$ cat config.mk
export PLATFORM = sky130hd
export DESIGN_NAME = mem_port_arbiter
export DESIGN_NICKNAME = d
export VERILOG_FILES = /design/src/rtl/mem_port_arbiter_pkg.sv /design/src/rtl/mem_port_arbiter_latency_counter.sv /design/src/rtl/mem_port_arbiter.sv
export SDC_FILE = /design/constraint.sdc
export NUM_CORES = 1
export LEC_CHECK = 0
export BUFFER_PORTS_ARGS = -buffer_cell sky130_fd_sc_hd__buf_4
export CAP_MARGIN = 20
export CORE_ASPECT_RATIO = 1.75
export CORE_UTILIZATION = 47
export CTS_CLUSTER_DIAMETER = 120
export DETAILED_ROUTE_END_ITERATION = 8
export PLACE_DENSITY = 0.8
export SYNTH_ARGS = -nofsm -noshare
export SYNTH_HDL_FRONTEND = slang
export SYNTH_HIERARCHICAL = 1
export SYNTH_SLANG_ARGS = --single-unit
$ cat constraint.sdc
create_clock -name clock -period 3.7 [get_ports clock]
set_input_delay 0 -clock clock [delete_from_list [all_inputs] [get_ports clock]]
set_output_delay 0 -clock clock [all_outputs]
set_load 0.02 [all_outputs]
$ cat src/rtl/mem_port_arbiter_pkg.sv
`default_nettype none
// ============================================================================
//  Module      : mem_port_arbiter_pkg
//  Description : Shared types for the unified-memory port arbiter. Holds the
//                sequencer state encoding, the owner encoding and the fixed
//                data width of the memory port.
//  Revision    : 1.0 - initial release
// ============================================================================
package mem_port_arbiter_pkg;

   localparam int DATA_W = 32;

   typedef enum logic [1:0] {
      IDLE  = 2'd0,
      ISSUE = 2'd1,
      WAIT  = 2'd2,
      DONE  = 2'd3
   } arb_state_e;

   typedef enum logic {
      OWN_I = 1'b0,
      OWN_D = 1'b1
   } owner_e;

endpackage : mem_port_arbiter_pkg
`default_nettype wire

$ cat src/rtl/mem_port_arbiter_latency_counter.sv
`default_nettype none
// ============================================================================
//  Module      : arb_latency_counter
//  Description : Down-counter that times the memory read latency. Loaded with
//                LATENCY-1 in the command cycle, decremented while waiting.
//  Revision    : 1.0 - initial release
//
//  Ports
//    clock   in  system clock, rising edge
//    reset   in  synchronous active-high reset
//    load_i  in  load LATENCY-1 (has priority over dec_i)
//    dec_i   in  decrement by one, saturating at zero
//    zero_o  out the count being written this cycle is zero, i.e. the
//                counter expires at the coming edge
// ============================================================================
module arb_latency_counter
   import mem_port_arbiter_pkg::*;
#(
   parameter int LATENCY = 2
) (
   input  logic clock,
   input  logic reset,
   input  logic load_i,
   input  logic dec_i,
   output logic zero_o
);

   localparam int            CW       = $clog2(LATENCY + 1);
   localparam logic [CW-1:0] LOAD_VAL = CW'(LATENCY - 1);

   logic [CW-1:0] cnt_q;
   logic [CW-1:0] cnt_d;

   always_comb begin
      cnt_d = cnt_q;
      if (load_i) begin
         cnt_d = LOAD_VAL;
      end else if (dec_i && (cnt_q != '0)) begin
         cnt_d = cnt_q - CW'(1);
      end
   end

   // Flag looks at the next value so the FSM can leave its current state in
   // the same cycle the count reaches zero (also covers LATENCY == 1, where
   // the loaded value is already zero).
   assign zero_o = (cnt_d == '0);

   always_ff @(posedge clock) begin
      if (reset) begin
         cnt_q <= '0;
      end else begin
         cnt_q <= cnt_d;
      end
   end

endmodule : arb_latency_counter
`default_nettype wire

$ cat src/rtl/mem_port_arbiter.sv
`default_nettype none
// ============================================================================
//  Module      : mem_port_arbiter
//  Description : Shares one single-port unified memory between instruction
//                fetch (read-only) and the MEM stage (load/store). Data wins
//                arbitration unless a fetch has waited MAX_DATA_BURST data
//                grants. Each access runs IDLE -> ISSUE -> WAIT* -> DONE.
//  Revision    : 1.0 - initial release
//
//  Ports
//    clock, reset            clock and synchronous active-high reset
//    i_req/i_addr/i_cancel   fetch request, address and flush
//    i_ack/i_rdata           fetch completion pulse and instruction
//    d_req/d_we/d_addr/d_wdata  data request
//    d_ack/d_rdata           data completion pulse and load data
//    if_stall/mem_stall      stall indications to the pipeline
//    mem_en/mem_we/mem_addr/mem_wdata/mem_rdata  memory port
// ============================================================================
module mem_port_arbiter
   import mem_port_arbiter_pkg::*;
#(
   parameter int LATENCY        = 2,
   parameter int MAX_DATA_BURST = 4,
   parameter int AW             = 32
) (
   input  logic              clock,
   input  logic              reset,
   input  logic              i_req,
   input  logic [AW-1:0]     i_addr,
   input  logic              i_cancel,
   output logic              i_ack,
   output logic [DATA_W-1:0] i_rdata,
   input  logic              d_req,
   input  logic              d_we,
   input  logic [AW-1:0]     d_addr,
   input  logic [DATA_W-1:0] d_wdata,
   output logic              d_ack,
   output logic [DATA_W-1:0] d_rdata,
   output logic              if_stall,
   output logic              mem_stall,
   output logic              mem_en,
   output logic              mem_we,
   output logic [AW-1:0]     mem_addr,
   output logic [DATA_W-1:0] mem_wdata,
   input  logic [DATA_W-1:0] mem_rdata
);

   localparam int            BW        = $clog2(MAX_DATA_BURST + 1);
   localparam logic [BW-1:0] BURST_MAX = BW'(MAX_DATA_BURST);

   arb_state_e        state_q,     state_d;
   owner_e            owner_q,     owner_d;
   logic              op_we_q,     op_we_d;
   logic [BW-1:0]     burst_q,     burst_d;
   logic              cancel_q,    cancel_d;
   logic              mem_en_q,    mem_en_d;
   logic              mem_we_q,    mem_we_d;
   logic [AW-1:0]     mem_addr_q,  mem_addr_d;
   logic [DATA_W-1:0] mem_wdata_q, mem_wdata_d;
   logic [DATA_W-1:0] i_rdata_q,   i_rdata_d;
   logic [DATA_W-1:0] d_rdata_q,   d_rdata_d;

   logic lat_load;
   logic lat_dec;
   logic lat_zero;
   logic i_ack_c;
   logic d_ack_c;

   logic fetch_req;
   logic burst_full;
   logic fetch_win;
   logic data_win;

   arb_latency_counter #(
      .LATENCY (LATENCY)
   ) u_lat_cnt (
      .clock  (clock),
      .reset  (reset),
      .load_i (lat_load),
      .dec_i  (lat_dec),
      .zero_o (lat_zero)
   );

   // A fetch flushed in the grant cycle is simply not a candidate.
   assign fetch_req  = i_req & ~i_cancel;
   assign burst_full = (burst_q == BURST_MAX);
   assign fetch_win  = fetch_req & (~d_req | burst_full);
   assign data_win   = d_req & ~fetch_win;

   always_comb begin
      state_d     = state_q;
      owner_d     = owner_q;
      op_we_d     = op_we_q;
      burst_d     = burst_q;
      cancel_d    = cancel_q;
      mem_en_d    = 1'b0;
      mem_we_d    = 1'b0;
      mem_addr_d  = mem_addr_q;
      mem_wdata_d = mem_wdata_q;
      i_rdata_d   = i_rdata_q;
      d_rdata_d   = d_rdata_q;
      lat_load    = 1'b0;
      lat_dec     = 1'b0;
      i_ack_c     = 1'b0;
      d_ack_c     = 1'b0;

      case (state_q)
         IDLE: begin
            if (fetch_win) begin
               owner_d    = OWN_I;
               op_we_d    = 1'b0;
               mem_addr_d = i_addr;
               mem_en_d   = 1'b1;
               burst_d    = '0;
               cancel_d   = 1'b0;
               state_d    = ISSUE;
            end else if (data_win) begin
               owner_d     = OWN_D;
               op_we_d     = d_we;
               mem_addr_d  = d_addr;
               mem_wdata_d = d_wdata;
               mem_en_d    = 1'b1;
               mem_we_d    = d_we;
               cancel_d    = 1'b0;
               state_d     = ISSUE;
               // Count data grants that overtake a waiting fetch.
               if (!i_req) begin
                  burst_d = '0;
               end else if (!burst_full) begin
                  burst_d = burst_q + BW'(1);
               end
            end else if (!i_req) begin
               burst_d = '0;
            end
         end

         ISSUE: begin
            lat_load = 1'b1;
            if ((owner_q == OWN_I) && i_cancel) begin
               cancel_d = 1'b1;
            end
            state_d = lat_zero ? DONE : WAIT;
         end

         WAIT: begin
            lat_dec = 1'b1;
            if ((owner_q == OWN_I) && i_cancel) begin
               cancel_d = 1'b1;
            end
            if (lat_zero) begin
               state_d = DONE;
            end
         end

         DONE: begin
            state_d  = IDLE;
            cancel_d = 1'b0;
            if (owner_q == OWN_D) begin
               d_ack_c = 1'b1;
               if (!op_we_q) begin
                  d_rdata_d = mem_rdata;
               end
            end else if (!cancel_q && !i_cancel) begin
               // A flushed fetch still completes on the memory, silently.
               i_ack_c   = 1'b1;
               i_rdata_d = mem_rdata;
            end
         end

         default: begin
            state_d = IDLE;
         end
      endcase
   end

   always_ff @(posedge clock) begin
      if (reset) begin
         state_q     <= IDLE;
         owner_q     <= OWN_I;
         op_we_q     <= 1'b0;
         burst_q     <= '0;
         cancel_q    <= 1'b0;
         mem_en_q    <= 1'b0;
         mem_we_q    <= 1'b0;
         mem_addr_q  <= '0;
         mem_wdata_q <= '0;
         i_rdata_q   <= '0;
         d_rdata_q   <= '0;
      end else begin
         state_q     <= state_d;
         owner_q     <= owner_d;
         op_we_q     <= op_we_d;
         burst_q     <= burst_d;
         cancel_q    <= cancel_d;
         mem_en_q    <= mem_en_d;
         mem_we_q    <= mem_we_d;
         mem_addr_q  <= mem_addr_d;
         mem_wdata_q <= mem_wdata_d;
         i_rdata_q   <= i_rdata_d;
         d_rdata_q   <= d_rdata_d;
      end
   end

   // Read data bypasses the holding register in the ack cycle, since the
   // memory result is only valid during DONE.
   assign i_ack     = i_ack_c;
   assign d_ack     = d_ack_c;
   assign i_rdata   = i_rdata_d;
   assign d_rdata   = d_rdata_d;
   assign if_stall  = i_req & ~i_ack_c & ~i_cancel;
   assign mem_stall = d_req & ~d_ack_c;
   assign mem_en    = mem_en_q;
   assign mem_we    = mem_we_q;
   assign mem_addr  = mem_addr_q;
   assign mem_wdata = mem_wdata_q;

endmodule : mem_port_arbiter
`default_nettype wire

Word-level counts from Yosys, hierarchy flattened
Cells that the tools add are included.

Output and inout bits: 134. Word-level logic and storage cells: 92. Input port bits: 134. Bits in registers: 140.

Equal/unequal tests: 9. $add $sub $neg: 2. Bitwise logic cells: 15. Mux-type cells: 37. Reduce and logical (&&, ||, !) cells: 17.

Operators by type and width (number): $mux 32 (8); $mux 1 (17); $mux 3 (5); $mux 2 (5); $not 1->1 (8); $pmux 2 s4 (1); $and 1x1->1 (6); $reduce_and 2->1 (3); $reduce_and 3->1 (2); $eq 2x2->1 const B (2); $logic_not 2->1 (2); $reduce_bool 2->1 (2); $reduce_or 2->1 (2); $reduce_or 4->1 (1); $add 3x1->3 const B (1); $eq 3x3->1 const B (1); $logic_and 1x1->1 (3); $ne 3x1->1 const B (1); $ne 3x2->1 const B (1); $ne 3x3->1 const B (1); $pmux 1 s3 (1); $eq 2x1->1 const B (1); $logic_not 1->1 (2); $ne 2x1->1 const B (1); other kinds (3) (3).

Longest topological paths before layout
Depth after elaboration: 8. Mapped depth: 9. Depth with buffers taken out: 9.

Modules after synthesis
Netlist, hierarchy kept.

By module, submodules not included: mem_port_arbiter (cells an instance 587, instances 1, sequential area each 2762.6 um2, area each 5825.6 um2); arb_latency_counter (cells an instance 14, instances 1, sequential area each 40.0 um2, area each 127.6 um2).

Least setup slack after synthesis
No wires, ideal clock.

Path type: flip-flop to flip-flop. Start: register state_q[0]. End: register state_q[0]. Path buffers: 0. Data arrival time: 1.810 ns. Data required time: 3.605 ns. Period minus slack after synthesis: 1.905 ns. Stages on the path, launching flop included: 10. Path slack: 1.795 ns. Library setup time: 0.095 ns. Cell sequence: dfxtp_1 -> inv_1 -> ha_1 -> nor2b_4 -> or3_1 -> a21oi_1 -> nor2b_1 -> a21oi_1 -> o21ai_0 -> a221oi_1.

Cells in the longest elaborated chain, start to end: 8. Elaborated cells between the ends (all ways): 15. Those cells by class: eq/ne (5); mux (6); reduce/logical (4).

Ends and longest elaborated chain: start: declaration (RTL line mem_port_arbiter.sv:51) `arb_state_e state_q, state_d;`; start signal: assignment (RTL line mem_port_arbiter.sv:190) `state_q <= state_d;`; $eq 2x2->1 * (RTL line mem_port_arbiter.sv:107) `case (state_q)`; $mux 1 * (RTL line mem_port_arbiter.sv:107); named net lat_dec (RTL line mem_port_arbiter.sv:64) `logic lat_dec;`; $logic_and 1x1->1 * (RTL line mem_port_arbiter_latency_counter.sv:38) `end else if (dec_i && (cnt_q != '0)) begin`; $mux 2 * (RTL line mem_port_arbiter_latency_counter.sv:38); $mux 2 * (RTL line mem_port_arbiter_latency_counter.sv:36) `if (load_i) begin`; $logic_not 2->1 * (RTL line mem_port_arbiter_latency_counter.sv:46) `assign zero_o = (cnt_d == '0);`; named net lat_zero (RTL line mem_port_arbiter.sv:65) `logic lat_zero;`; $mux 1 or $ne 2x2->1 (tied branches); $pmux 2 s4 or $reduce_and 2->1 (tied branches).

Mark *: on every way through the listed nets, which the timed path passes. The rest lies on a longest branch. A chain may end at the register's enable or synchronous reset.

Worst setup path in the final report
Start: register burst_q[0]. End: register mem_addr_q[5] (netlist: mem_addr[5]).

Cells in the longest elaborated chain, start to end: 7. Elaborated cells between the ends (all ways): 8. Those cells by class: eq/ne (1); mux (1); bitwise (4); reduce/logical (2).

Ends and longest elaborated chain: start: declaration (RTL line mem_port_arbiter.sv:54) `logic [BW-1:0] burst_q, burst_d;`; start signal: assignment (RTL line mem_port_arbiter.sv:193) `burst_q <= burst_d;`; $eq 3x3->1 * (RTL line mem_port_arbiter.sv:86) `assign burst_full = (burst_q == BURST_MAX);`; $or 1x1->1 * (RTL line mem_port_arbiter.sv:87) `assign fetch_win = fetch_req & (~d_req | burst_full);`; $and 1x1->1 * (RTL line mem_port_arbiter.sv:87); $not 1->1 (no source line); $and 1x1->1 (RTL line mem_port_arbiter.sv:88) `assign data_win = d_req & ~fetch_win;`; $reduce_bool 2->1 (no source line); $reduce_and 2->1 (no source line); end signal: assignment (RTL line mem_port_arbiter.sv:197) `mem_addr_q <= mem_addr_d;`; end: declaration (RTL line mem_port_arbiter.sv:58) `logic [AW-1:0] mem_addr_q, mem_addr_d;`.

Every way passes the cells marked *; elsewhere a longest branch is shown, timed or not.

==> key figures <==
Synth
  • Leading area contributor after synthesis: dfxtp_1
  • Post-Synthesis Cells: 601
  • Synth top area cells: dfxtp_1 (47%), mux2_4 (14%), nand2_1 (6.4%)
  • Post-synthesis mux area share: 15.9%
  • #FFs+latches synth: 140
  • Syn nets: 743
  • Synthesized cell area: 5950 sq um
  • Unique masters post-synth: 38
  • Compound-Gate Fraction of Synth Area: 11.5%
  • Post-synth top area share: 47.1%
  • Avg Cell Area, Syn: 9.91 sq um
  • Register area share after synthesis: 47.1%
  • Post-Synth Simple-Gate Area: 19.3%
  • Adder-cell share of the synthesized area: 1.68%
  • Warnings from Yosys: 6
  • Largest family of logic cells by synthesized area: simple AND/OR/NAND/NOR gates
  • Post-Synth XOR/XNOR Area: 0.147%

Routing
  • Routed vias/inst: 5.13
  • Iter 0 DRT Violations: 360
  • Drt total wl: 20300 um
  • DR vias: 5978
  • Final ANT Viol Nets: 0
  • Pre-Repair DR Iteration Count: 5
  • DR WL/cell: 17.4 um
  • DRC viols: 0

CTS
  • Clk slew on worst S/H paths: 0.07 ns
  • Max Root-Sink Buffers: 2
  • CTS tree: built
  • Worst skew pair latency: 0.41 ns
  • Root Driver: clkbuf_16
  • Clock Sinks: 140
  • Number of CTS-inserted buffers: 17
  • H-tree Lvls: 4
  • Post-CTS setup buffers: 0

Setup path
  • Setup slack, reg-to-reg: 1.04 ns
  • Crit-path max FO: 24
  • Beginning of the worst register-to-register path: burst_q[0]
  • CP Cell Sequence: inv_1 > ha_1 > a21boi_1 > nand2b_1 > buf_16 > nand2_1 > a211oi_1 > dlygate4sd3_1
  • Critical path type: reg -> reg
  • Worst Path Buf+Inv: 3
  • Crit Reg-Reg Endpoint: mem_addr[5]
  • CP Capture Type: flip-flop
  • CP arrival: 3.00 ns
  • WP data required: 4.04 ns
  • FF-to-FF path depth: 8
  • Worst Setup SP: burst_q[0]
  • Critical-path top delay cell: dlygate4sd3_1
  • CP startpoint kind: flip-flop
  • Top delay family on crit path: buffers and inverters
  • Crit-path max cell delay: 0.60 ns

Timing
  • Final setup TNS: 0 ns
  • Final Critical Period: 2.66 ns
  • Skew final: 0.00912 ns
  • Peak Freq: 376 MHz
  • Number of setup violations in the final report: 0
  • RSZ-0062 raised after global routing: no
  • Hold slack final: 0.0278 ns
  • Final hold vios: 0
  • Pins Over Slew Limit: 0
  • Final Cycle Share: 71.9%
  • Rel. slew slack: 25.1%
  • Worst-Margin Slew: 1.12 ns

Cells and area
  • Fillcell total: 707
  • Area growth from synthesis to final layout: 67.0%
  • Layout Nets: 1126
  • Layout Utilization: 80.0%
  • Non-Filler Cell Area, Final: 9940 sq um
  • Ant diodes: 0
  • Share of cells above drive strength 1: 38.7%

Job
  • Max_cap viols: 0

Outcome
  • Status: complete, no violations

Global route
  • GRT overflow: 0
  • Largest net degree at the start of global routing: 72
  • Global Route Usage Sum: 30.1%
  • Antenna violations before repair: 0
  • First-pass GRT wire length: 30400 um
  • Vias in the first global route: 6234

Placed design
  • Placer Congestion: 0.729
  • Dpl cell area: 8010 sq um
  • PortBufs: 267
  • Hpwl dp: 11600 um

Floorplanning
  • Core area: 12400 sq um
  • Num ports: 268
  • Die Ht: 151 um
  • FP Rows: 54
  • Chip Width: 87.1 um
  • Initial Utilization: 47.9%
  • Die area: 13100 sq um

Power
  • VDD IR max: 404 uV
  • Pwr dens: 553 nW/um^2
  • Static leakage: 0.00478 uW

Worst hold path
  • Hold EP: mem_addr[31]
  • Hold_sp: i_addr[31]
  • Hold Path Class: in -> reg
  • WHS Path Cells: 3
what timing repair did:
item	4_1_cts	5_1_grt
hold buffers	129	0
resized for setup	0	0
hold endpoints to repair	130	0
area by class of cell:
| cell class | instances | area (sq um) | share of cell area (%) |
|---|---|---|---|
| Clock inverter | 14 | 149 | 1.50 |
| Multi-Input combinational cell | 413 | 2900 | 29.2 |
| Inverter | 8 | 30.0 | 0.302 |
| Sequential cell | 140 | 2800 | 28.2 |
| Tap cell | 168 | 210 | 2.11 |
| Timing Repair Buffer | 404 | 3410 | 34.3 |
| Clock buffer | 18 | 439 | 4.42 |
cells in the mapped netlist:
cell      count
nand3_1       1
buf_2        19
nor2b_4       5
nand2_1     102
buf_6         7
mux2i_1       1
mux2_2       10
o21ai_2       1
a21boi_1      1
nand2b_4      1
o21ai_0       3
nor3_1        2
ha_1          8
and2b_1      28
mux2_4       55
a211oi_1     33
nor2b_2       1
nor2_1       39
o21a_1        1
xnor2_1       1
o22ai_1       1
nor4b_4       1
buf_1         1
a31oi_2       1
nor3b_1       2
a221oi_1      1
clkbuf_1     13
inv_1         8
nand2b_1      2
nand3b_1      1
o21bai_1      2
a21oi_1      70
a21o_1        1
and2_4        1
dfxtp_1     140
or4bb_1       1
or3_1         1
nor2b_1      35
routing by layer:
metal | up-vias | share of wire [%] | GRT usage [%]
met4 | 0 | 3.8 | 15.3
met1 | 2804 | 36 | 31.2
met5 | - | 0 | 0
met2 | 325 | 52 | 54.0
met3 | 70 | 7.7 | 8.88
li1 | 2779 | - | -
worst register-to-register path, stage by stage, from the launching register on:
cell and delay, ns:
dfxtp_1 0.40, inv_1 0.08, ha_1 0.23, a21boi_1 0.26, nand2b_1 0.44, buf_16 0.22
nand2_1 0.08, a211oi_1 0.29, dlygate4sd3_1 0.60
registers in the layout, indices dropped and copies added (netlist names):
signal,flops
d_rdata_q,32
mem_addr,32
mem_wdata,32
owner_q,1
cancel_q,1
mem_we,1
burst_q,3
i_rdata_q,32
u_lat_cnt/cnt_q,2
state_q,2
mem_en,1
op_we_q,1
logic make-up after synthesis:
| kind of cell | count (synthesis) |
|---|---|
| AO/OA/AOI/OAI | 115 |
| XOR/XNOR | 1 |
| adder cells (fa/ha/maj) | 8 |
| buffers and inverters | 48 |
| flip-flops | 140 |
| multiplexers | 66 |
| AND/OR/NAND/NOR | 223 |
placed cells by master, fill, tap and decap left out, types with 2 or more instances in the layout:
| cell | count |
|---|---|
| buf_4 | 271 |
| dfxtp_1 | 140 |
| dlygate4sd3_1 | 129 |
| nand2_1 | 102 |
| a21oi_1 | 70 |
| mux2_4 | 55 |
| nor2_1 | 38 |
| nor2b_1 | 35 |
| a211oi_1 | 33 |
| and2b_1 | 28 |
| clkbuf_16 | 17 |
| mux2_2 | 10 |
| inv_1 | 8 |
| ha_1 | 8 |
| nor2b_4 | 5 |
| inv_6 | 4 |
| inv_8 | 4 |
| o21ai_0 | 3 |
| clkinv_4 | 3 |
| nor3b_1 | 2 |
| nor3_1 | 2 |
| buf_16 | 2 |
| buf_8 | 2 |
worst max path at each step:
stage	to	slack, ns	depth (start not counted)
2_1_floorplan	state_q[0]	1.79	9
4_1_cts	mem_addr[22]	0.72	7
6_report	mem_addr[5]	1.04	8
5_1_grt	mem_addr[5]	0.88	8
3_3_place_gp	mem_addr[5]	1.47	6
3_5_place_dp	mem_addr[22]	1.24	6
power by group:
| group | switching, uW | internal, uW |
|---|---|---|
| logic | 1010 | 905 |
| registers | 152 | 1750 |
| clock network | 715 | 973 |
per-stage QoR:
stage / cells / setup WS [ns] / total power [uW]
floorplan: 601 / 1.79 / 2880
global placement: 1000 / 1.47 / 3450
detailed placement: 1001 / 1.24 / 3520
CTS: 1162 / 0.720 / 5420
global route: 1165 / 0.877 / 5760
finish: 1165 / 1.04 / 5500
No activity file was read; power rests on OpenSTA's default activity.
